$ cat src/rtl/route_sched_pkg.sv
// Shared types and helpers for the route scheduler: FSM state encoding,
// source/select sizing and the dst_cfg field extractor.
package route_sched_pkg;

    localparam int SRC_COUNT = 4;
    localparam int SEL_W     = 2;

    typedef enum logic [1:0] {
        IDLE    = 2'd0,
        SETTLE  = 2'd1,
        ACTIVE  = 2'd2,
        RELEASE = 2'd3
    } state_t;

    // dst_cfg packs one 2-bit destination per source, source i at [2i+1:2i].
    function automatic logic [SEL_W-1:0] dst_field(
        input logic [2*SRC_COUNT-1:0] cfg,
        input logic [SEL_W-1:0]       src
    );
        return cfg[{src, 1'b0} +: SEL_W];
    endfunction

endpackage

$ cat src/rtl/route_scheduler_pick.sv
// rr_pick4: combinational arbiter returning the first set request bit,
// searching upward from ptr with wrap 3->0, plus a valid flag.
module rr_pick4
    import route_sched_pkg::*;
(
    input  logic [SRC_COUNT-1:0] req,
    input  logic [SEL_W-1:0]     ptr,
    output logic [SEL_W-1:0]     idx,
    output logic                 valid
);

    logic [SEL_W-1:0] cand;

    // Walk offsets from farthest to nearest so the nearest set bit wins.
    always_comb begin
        idx   = '0;
        valid = 1'b0;
        cand  = '0;
        for (int i = SRC_COUNT - 1; i >= 0; i--) begin
            cand = ptr + SEL_W'(i);
            if (req[cand]) begin
                idx   = cand;
                valid = 1'b1;
            end
        end
    end

endmodule

$ cat src/rtl/route_scheduler.sv
// route_scheduler: grants one source->destination route of the nibble mux/demux
// for a bounded dwell window. Define ROUTE_SCHED_RR_EN for round-robin, else fixed priority.
module route_scheduler
    import route_sched_pkg::*;
#(
    parameter int DWELL_CYCLES = 50_000_000,
    parameter int CNT_W        = $clog2(DWELL_CYCLES + 1)
) (
    input  logic                   clk,
    input  logic                   rst,
    input  logic [SRC_COUNT-1:0]   req,
    input  logic [2*SRC_COUNT-1:0] dst_cfg,
    output logic [SEL_W-1:0]       mux_sel,
    output logic [SEL_W-1:0]       demux_sel,
    output logic                   route_en,
    output logic [SRC_COUNT-1:0]   grant,
    output logic                   busy,
    output logic                   done
);

    // Handshake: req bits are level requests, held by a source until served;
    // grant is the acceptance, and dropping req[winner] while ACTIVE ends the grant early.
    localparam logic [CNT_W-1:0] DWELL_LOAD = CNT_W'(DWELL_CYCLES - 1);

    state_t           state;
    state_t           state_nxt;
    logic [CNT_W-1:0] cnt;
    logic [SEL_W-1:0] ptr;
    logic [SEL_W-1:0] win_idx;
    logic             win_valid;

`ifdef ROUTE_SCHED_RR_EN
    always_ff @(posedge clk or posedge rst) begin
        if (rst)
            ptr <= '0;
        else if (state == RELEASE)
            ptr <= mux_sel + 1'b1;
    end
`else
    assign ptr = '0;
`endif

    rr_pick4 u_pick (
        .req   (req),
        .ptr   (ptr),
        .idx   (win_idx),
        .valid (win_valid)
    );

    always_ff @(posedge clk or posedge rst) begin
        if (rst)
            state <= IDLE;
        else
            state <= state_nxt;
    end

    // Early drop is tested before dwell expiry.
    always_comb begin
        state_nxt = state;
        case (state)
            IDLE:    if (win_valid) state_nxt = SETTLE;
            SETTLE:  state_nxt = ACTIVE;
            ACTIVE: begin
                if (!req[mux_sel])
                    state_nxt = RELEASE;
                else if (cnt == '0)
                    state_nxt = RELEASE;
            end
            RELEASE: state_nxt = IDLE;
            default: state_nxt = IDLE;
        endcase
    end

    // Selects and counter load on entry to SETTLE, so they are stable before route_en.
    always_ff @(posedge clk or posedge rst) begin
        if (rst) begin
            mux_sel   <= '0;
            demux_sel <= '0;
            cnt       <= '0;
        end else begin
            if (state == IDLE && win_valid) begin
                mux_sel   <= win_idx;
                demux_sel <= dst_field(dst_cfg, win_idx);
                cnt       <= DWELL_LOAD;
            end else if (state == ACTIVE && cnt != '0) begin
                cnt <= cnt - 1'b1;
            end
        end
    end

    always_comb begin
        route_en = 1'b0;
        grant    = '0;
        busy     = (state != IDLE);
        done     = (state == RELEASE);
        if (state == ACTIVE)
            route_en = 1'b1;
        if (state == SETTLE || state == ACTIVE)
            grant[mux_sel] = 1'b1;
    end

endmodule

$ cat config.mk
export PLATFORM = sky130hd
export DESIGN_NAME = route_scheduler
export DESIGN_NICKNAME = d
export VERILOG_FILES = /design/src/rtl/route_sched_pkg.sv /design/src/rtl/route_scheduler_pick.sv /design/src/rtl/route_scheduler.sv
export SDC_FILE = /design/constraint.sdc
export NUM_CORES = 1
export LEC_CHECK = 0
export CAP_MARGIN = 5
export CORE_ASPECT_RATIO = 0.6
export CORE_MARGIN = 2
export CORE_UTILIZATION = 55
export CTS_CLUSTER_SIZE = 16
export DETAILED_ROUTE_END_ITERATION = 8
export GPL_TIMING_DRIVEN = 0
export PLACE_DENSITY_LB_ADDON = 0.3
export SLEW_MARGIN = 30
export SYNTH_ARGS = -nofsm -noshare
export SYNTH_HDL_FRONTEND = slang
export SYNTH_SLANG_ARGS = --single-unit
$ cat constraint.sdc
create_clock -name clk -period 2.5 [get_ports clk]
set_input_delay 0.375 -clock clk [delete_from_list [all_inputs] [get_ports clk]]
set_output_delay 0.375 -clock clk [all_outputs]
set_load 0.05 [all_outputs]
Yosys cells after proc, flatten, opt, wreduce, memory -nomap -nowiden
Cells that the tools add are included.
{"block": "totals", "ff_bits": 32, "elab_cells": 43, "in_bits": 14, "out_inout_bits": 11}
{"block": "op_classes", "order_cmp": 2, "n_addsub": 1, "reduce_logical": 10, "eq_ne": 5, "muxes": 20, "shift": 1}
{"cell": "$mux W26", "n": 2}
{"cell": "$logic_not A26 Y1", "n": 1}
{"cell": "$reduce_bool A26 Y1", "n": 1}
{"cell": "$sub A26 B1 Y26 const B", "n": 1}
{"cell": "$mux W2", "n": 7}
{"cell": "$pmux W2 S4", "n": 1}
{"cell": "$shiftx A8 B4 Y2", "n": 1}
{"cell": "$mux W1", "n": 7}
{"cell": "$eq A2 B2 Y1 const B", "n": 2}
{"cell": "$mux W4", "n": 1}
{"cell": "$reduce_bool A2 Y1", "n": 2}
{"cell": "$logic_and A1 B1 Y1", "n": 3}
{"cell": "$lt A2 B3 Y1 const B", "n": 1}
{"cell": "$ne A3 B3 Y1 const B", "n": 1}
{"cell": "$bmux W1 S2", "n": 1}
{"cell": "$demux W1 S2", "n": 1}
{"cell": "$eq A2 B1 Y1 const B", "n": 1}
{"cell": "$ge A2 B1 Y1 const B", "n": 1}
{"cell": "$logic_not A2 Y1", "n": 1}
{"cell": "$ne A2 B2 Y1 const B", "n": 1}
{"cell": "$reduce_and A2 Y1", "n": 1}
{"cell": "$logic_or A1 B1 Y1", "n": 1}

Longest topological paths before layout
Gate-level depths: netlist (run 1).
{"block": "depth", "word_depth": 6, "mapped_depth": 8, "depth_no_buf": 7}

Modules after synthesis
From an unflattened synthesis (run 1), not the netlist that was laid out.
{"block": "hier_totals", "hier_cells": 215, "hier_area_um2": 1999.4}
{"mod": "route_scheduler", "seq_area_each_um2": 800.8, "cells_per_inst": 202, "n_inst": 1, "area_per_inst_um2": 1921.8}
{"mod": "rr_pick4", "seq_area_each_um2": 0.0, "cells_per_inst": 13, "n_inst": 1, "area_per_inst_um2": 77.6}

Worst setup path after synthesis (run 1)
OpenSTA, ideal clock, no wires.
{"block": "synth_timing", "path_kind": "reg2out", "start": "register state[0]", "end": "output port grant[0]", "stages_incl_launch_ff": 4, "arrival_ns": 1.907, "slack_ns": 0.218, "required_time_ns": 2.125, "path_cell_list": "dfrtp_1 > inv_1 > ha_1 > nor3b_1"}
{"block": "synth_via", "elab_chain_len": 3, "elab_cells_between_ends": 4, "classes_between": "2 x eq/ne; 1 x mux; 1 x reduce/logical"}
{"element": "start: declaration", "line": "route_scheduler.sv:25", "source": "state_t state;"}
{"element": "start signal: assignment", "line": "route_scheduler.sv:54", "source": "state <= state_nxt;"}
{"element": "$eq A2 B1 Y1 or $eq A2 B2 Y1 (tied branches)", "line": "route_scheduler.sv:98", "source": "if (state == SETTLE || state == ACTIVE)"}
{"element": "$logic_or A1 B1 Y1 *", "line": "route_scheduler.sv:98"}
{"element": "$mux W4 *", "line": "route_scheduler.sv:98"}
{"element": "end: declaration", "line": "route_scheduler.sv:16", "source": "output logic [SRC_COUNT-1:0] grant,"}
Mark *: on every way between the ends. The rest lies on a longest branch, timed or not.

Final worst setup path (run 1)
{"block": "layout_timing", "start": "register state[0]", "end": "output port route_en"}
{"block": "layout_via", "elab_chain_len": 2}
{"element": "$eq A2 B2 Y1", "line": "route_scheduler.sv:96", "source": "if (state == ACTIVE)"}
{"element": "$mux W1", "line": "route_scheduler.sv:96"}
{"element": "end: declaration", "line": "route_scheduler.sv:15", "source": "output logic route_en,"}
Every way passes these cells.

==> flow_metrics.tcl, run 1 <==
set metrics [dict create \
    grt_start_max_net_pins 33 \
    netlist_instances 201 \
    core-area_sq_um 3360 \
    avgSynthCellArea_sq_um 9.92 \
    num_rows 16 \
    synth.ff_latch_count 32 \
    cts_made_buffers 5 \
    finalMaxSlewViolations 0 \
    r2r_start "state[0]$_DFFE_PP0P_" \
    postCtsSetupBuffers 0 \
    syn2layout_area_growth_pct 19.5 \
    final-setup-viol-count 0 \
    synthMostInstantiatedCell "dfrtp_1" \
    synthArstFlopShare_pct 100 \
    power.leakage_nw 0.983 \
    first_pass_iters 4 \
    p_per_area_nw_per_um2 919 \
    drc 0 \
    io_pins 25 \
    drive_gt1_share_pct 14.2 \
    track_usage_pct 26.0 \
    cts_hold_buf 0 \
    syn-cell-area_sq_um 1990 \
    power_w 0.00219 \
    yosys-top-cells-area "dfrtp_1, nand2_1, nor2_1" \
    synthesis.nets 220 \
    critical_path_required_ps 2120 \
    final.setup.tns_ps 0 \
    critPathMaxFanout 6 \
    port_buffers 24 \
    worstMarginPinSlew_ps 671 \
    synth_common_cells "dfrtp_1, nand2_1, nor2_1, inv_1, nand4_1" \
    fp.dieH_um 50.6 \
    h-tree-depth 2 \
    avgViaCountPerCell 5.81 \
    grt-ovfl-total 0 \
    worstSetupStartpointType "register" \
    regToRegEndpoint "cnt[4]$_DFFE_PP0P_" \
    rrSetupSlack_ps 370 \
    antenna_left 0 \
    fin_crit_sh_pct 95.6 \
    fin_nets 251 \
    antenna_found_initial 0 \
    netlist.area_leader.share_pct 40.2 \
    holdPathEnd "demux_sel[0]$_DFFE_PP0P_" \
    cts_root_buf "clkbuf_8" \
    hp-start "demux_sel[0]$_DFFE_PP0P_" \
    finClkSkew_ps 5.47 \
    clock_sinks 32 \
    max_slew_margin_pct 55.2 \
    arrival_ps 2010 \
    path_clk_slew_ps 70 \
    instances_no_fill 278 \
    hold_path_depth 1 \
    cts_tree "done" \
    final-hold-violation-count 0 \
    yosys.area.top_type "dfrtp_1" \
    die_w_um 81.7 \
    first_iter_violations 142 \
    synthFlopType "dfrtp_1" \
    worstSkewPairLatency_ps 290 \
    initial_utilization_pct 59.3 \
    path_class "register to output pin" \
    totalWireLength_um 4670 \
    cp-end-kind "output pin" \
    place.gp.congestion 0.864 \
    period_needed_ps 2390 \
    drv_cap 0 \
    dp_cells 270 \
    status "finished, final reports clean" \
    wire_per_inst_um 16.8 \
    cts.path.max_buffers 2 \
    ir_worst_vdd_v 0.000775 \
    antenna_cells 0 \
    ys_seq_area_share_pct 40.2 \
    rsz0062_at_grt "no" \
    dieArea_sq_um 4140 \
    ys_types 51 \
    dp_hpwl_um 3490 \
    min_path_type "register to register" \
    rr_worst_depth 8 \
    yosys_warnings 0 \
    first_global_vias 1518 \
    vias 1616 \
    max_clock_freq_mhz 418 \
    synth_edf_count 0 \
    grt_pass1_wl_um 7870 \
]
## sequential cells by signal, summed over array words and instances (netlist names)
| signal | cells |
|---|---|
| mux_sel | 2 |
| demux_sel | 2 |
| cnt | 26 |
| state | 2 |
## routing by layer
metal	part of all wire, %	vias to the layer above	GRT usage (%)	wire length [um]
met3	4.9	6	5.76	227
met4	0.88	0	7.50	41
met2	40	39	32.0	1840
met5	0	-	0	0
li1	-	797	-	-
met1	55	774	43.5	2550
## power breakdown
part           switching [W]  leakage [nW]  internal (W)
combinational       0.000723         0.591      0.000366
clock               0.000193        0.0455      0.000224
sequential         0.0000908         0.346      0.000592
## critical path: stages (launching register included)
cell and delay, ps:
dfrtp_1 410, inv_1 120, ha_1 330, clkdlybuf4s50_1 860
## cell families after synthesis
kind of cell,count (synthesis),synth area share (%)
compound gates,29,11.3
xor+xnor,11,4.83
fa+ha+maj,5,3.14
buf+inv,17,4.39
flops,32,40.2
mux,10,7.09
simple gates,97,29.1
## cell type report
cell class                      count  area [sq um]
Multi-Input combinational cell    152          1110
Fill cell                         260           980
Sequential cell                    32           801
Timing Repair Buffer               24           243
Clock buffer                        8          90.1
Tap cell                           45          56.3
Buffer                              7          50.0
Inverter                           10          37.5
## how the worst max path moves through the flow
stage,from,end,cells after the start
global placement,req[0],cnt[17]$_DFFE_PP0P_,6
detailed placement,req[0],cnt[13]$_DFFE_PP0P_,6
CTS,state[0]$_DFFE_PP0P_,grant[3],4
finish,state[0]$_DFFE_PP0P_,route_en,3
floorplan,state[0]$_DFFE_PP0P_,grant[0],3
global route,state[0]$_DFFE_PP0P_,route_en,3
## what timing repair did
| item | CTS | global route |
|---|---|---|
| setup endpoints to repair | 2 | 2 |
| gates cloned | 0 | 0 |
| gates resized for setup | 2 | 2 |
## layout by cell type (no fill, tap or decap), types with 2 or more instances in the layout
cell and n:
xnor2_1 6, nand4_1 9, o21ai_0 2, inv_1 9, clkdlybuf4s50_1 20, dlygate4sd2_1 2, nor3_2 2, o21ai_1 3
nor3_1 7, and4_4 3, mux2_2 2, nor4_1 2, mux4_2 3, a21oi_2 2, or3_1 2, nand3_1 6
dlymetal6s2s_1 2, mux2i_1 4, o211ai_1 3, a21oi_1 7, or4_1 2, nand2_1 24, ha_1 5, a31oi_1 3
dfrtp_1 32, clkbuf_1 4, xor2_1 5, nor4_4 2, buf_6 3, o41ai_1 2, and4_1 2, clkbuf_8 6
and2_1 2, nor2_1 23
## stage by stage
step | cell area (sq um) | setup slack (ps) | util (%) | hold WS, ps
after detailed placement | 2290 | 6.10 | 68.1 | 497
after CTS | 2380 | 14.6 | 70.7 | 511
final | 2380 | 110 | 70.9 | 512
after global placement | 2290 | 65.4 | 68.1 | 489
after global routing | 2380 | 31.1 | 70.9 | 516
after floorplan | 1990 | 218 | - | 491
(Power assumes the default switching activity.)
==> inputs of run 2 (changes only) <==
--- a/config.mk
+++ b/config.mk
@@ -7,7 +7,7 @@
 export LEC_CHECK = 0
 export CAP_MARGIN = 5
 export CORE_ASPECT_RATIO = 0.6
-export CORE_MARGIN = 2
+export CORE_MARGIN = 10
 export CORE_UTILIZATION = 55
 export CTS_CLUSTER_SIZE = 16
 export DETAILED_ROUTE_END_ITERATION = 8
==> run 2 against run 1 <==
First-iteration DRC count fell by 13%. Utilization did not move. Clock power fell by 1%. Total power rose by 0.18%. Wire length rose by 3.6%. Sequential power barely moved. Clock skew fell by 1.1 ps. Combinational power barely moved. Clock-buffer cell count did not move. Maximum frequency rose by 0.79%. Critical path depth did not move. Hold slack got worse by 9.2 ps. Largest cell class unchanged. Highest routed layer unchanged.
==> flow_metrics.tcl, run 2 (synthesis gave the netlist of run 1 again) <==
set metrics [dict create \
    status "finished, final reports clean" \
    max_clock_freq_mhz 422 \
    num_rows 16 \
    port_buffers 24 \
    cts_made_buffers 5 \
    ir_worst_vdd_v 0.000688 \
    dp_hpwl_um 3690 \
    period_needed_ps 2370 \
    path_class "register to output pin" \
    regMostFlops "cnt" \
    rr_worst_depth 8 \
    r2r_start "state[0]$_DFFE_PP0P_" \
    die_w_um 97.7 \
    mostFrequentLayoutCells "dfrtp_1, nand2_1, nor2_1" \
    cts_tree "done" \
    dpl_cell_area_sq_um 2290 \
    multi_input_area_sq_um 1110 \
    totalWireLength_um 4840 \
    largest_reg_flops 26 \
    regToRegEndpoint "cnt[4]$_DFFE_PP0P_" \
    rrSetupSlack_ps 420 \
    final.setup.tns_ps 0 \
    antenna_found_initial 0 \
    rsz0062_at_grt "no" \
    antenna_left 0 \
    avgViaCountPerCell 5.91 \
    power.leakage_nw 0.983 \
    p_per_area_nw_per_um2 920 \
    syn2layout_area_growth_pct 19.5 \
    worstSkewPairLatency_ps 280 \
    clock_sinks 32 \
    fin_crit_sh_pct 94.8 \
    final.fill_count 255 \
    track_usage_pct 15.8 \
    critPathMaxFanout 6 \
    place.gp.congestion 0.890 \
    min_path_type "input pin to async pin" \
    first_global_vias 1621 \
    drc 0 \
    final-hold-violation-count 0 \
    power_w 0.00219 \
    initial_utilization_pct 59.3 \
    drv_cap 0 \
    first_iter_violations 124 \
    core-area_sq_um 3360 \
    cts.path.max_buffers 2 \
    cts-resized-gates 2 \
    cts_root_buf "clkbuf_8" \
    h-tree-depth 2 \
    drive_gt1_share_pct 14.2 \
    antenna_cells 0 \
    io_pins 25 \
    design_area_sq_um 2380 \
    postCtsSetupBuffers 0 \
    vias 1642 \
    path_clk_slew_ps 70 \
    grt_pass1_wl_um 8290 \
    worstSetupStartpointType "register" \
    finalMaxSlewViolations 0 \
    fin_nets 251 \
    cp-end-kind "output pin" \
    grt_start_max_net_pins 33 \
    final-setup-viol-count 0 \
    wire_per_inst_um 17.4 \
    regArea_sq_um 801 \
    cts_hold_buf 0 \
    fp.dieH_um 66.6 \
    dieArea_sq_um 6510 \
    worstMarginPinSlew_ps 660 \
    max_slew_margin_pct 55.9 \
    arrival_ps 2000 \
    finClkSkew_ps 4.33 \
    first_pass_iters 4 \
    critical_path_required_ps 2120 \
    layout_commonest_cell "dfrtp_1" \
    grt-ovfl-total 0 \
]
==> run 2: worst max-delay path by stage <==
stage	startpoint	endpoint	slack, ps	cells past startpoint
after floorplan	state[0]$_DFFE_PP0P_	grant[0]	220	3
after global placement	req[0]	cnt[13]$_DFFE_PP0P_	40	6
after detailed placement	req[0]	cnt[17]$_DFFE_PP0P_	4	6
after CTS	state[1]$_DFFE_PP0P_	grant[3]	0.4	4
after global routing	state[0]$_DFFE_PP0P_	route_en	30	3
final	state[0]$_DFFE_PP0P_	route_en	130	3
==> run 2: stage by stage <==
stage                     cells  util (%)  hold slack (ps)  worst slack, ps
final                       278      70.9              502              129
after global routing        278      70.9              546             30.5
after CTS                   278      70.7              524            0.374
after detailed placement    270      68.1              509             3.66
after global placement      270      68.1              491             39.2
after floorplan             201         -              491              218
==> run 2: routing by layer <==
layer	routed length, um	global-route usage [%]	up-vias	part of all wire (%)
met5	0	0	-	0
met2	2100	22.6	52	43
met1	2420	22.3	788	50
met4	24	3.07	0	0.50
met3	293	5.56	5	6.1
li1	-	-	797	-
==> run 2: cell type report <==
type | count | share of cell area, %
sequential | 32 | 33.6
timing repair buffer | 24 | 10.2
inverter | 10 | 1.57
clock buffer | 8 | 3.78
multi-input combinational | 152 | 46.4
buffer | 7 | 2.10
tap | 45 | 2.36
==> run 2: power by group <==
part | internal [W] | leakage [nW] | switching (W)
clock network | 0.000224 | 0.0455 | 0.000186
logic | 0.000367 | 0.591 | 0.000732
registers | 0.000592 | 0.346 | 0.0000917
==> run 2: worst max-delay path, stage by stage (launching register included) <==
cell and delay, ps:
dfrtp_1 400, inv_1 110, ha_1 340, clkdlybuf4s50_1 870
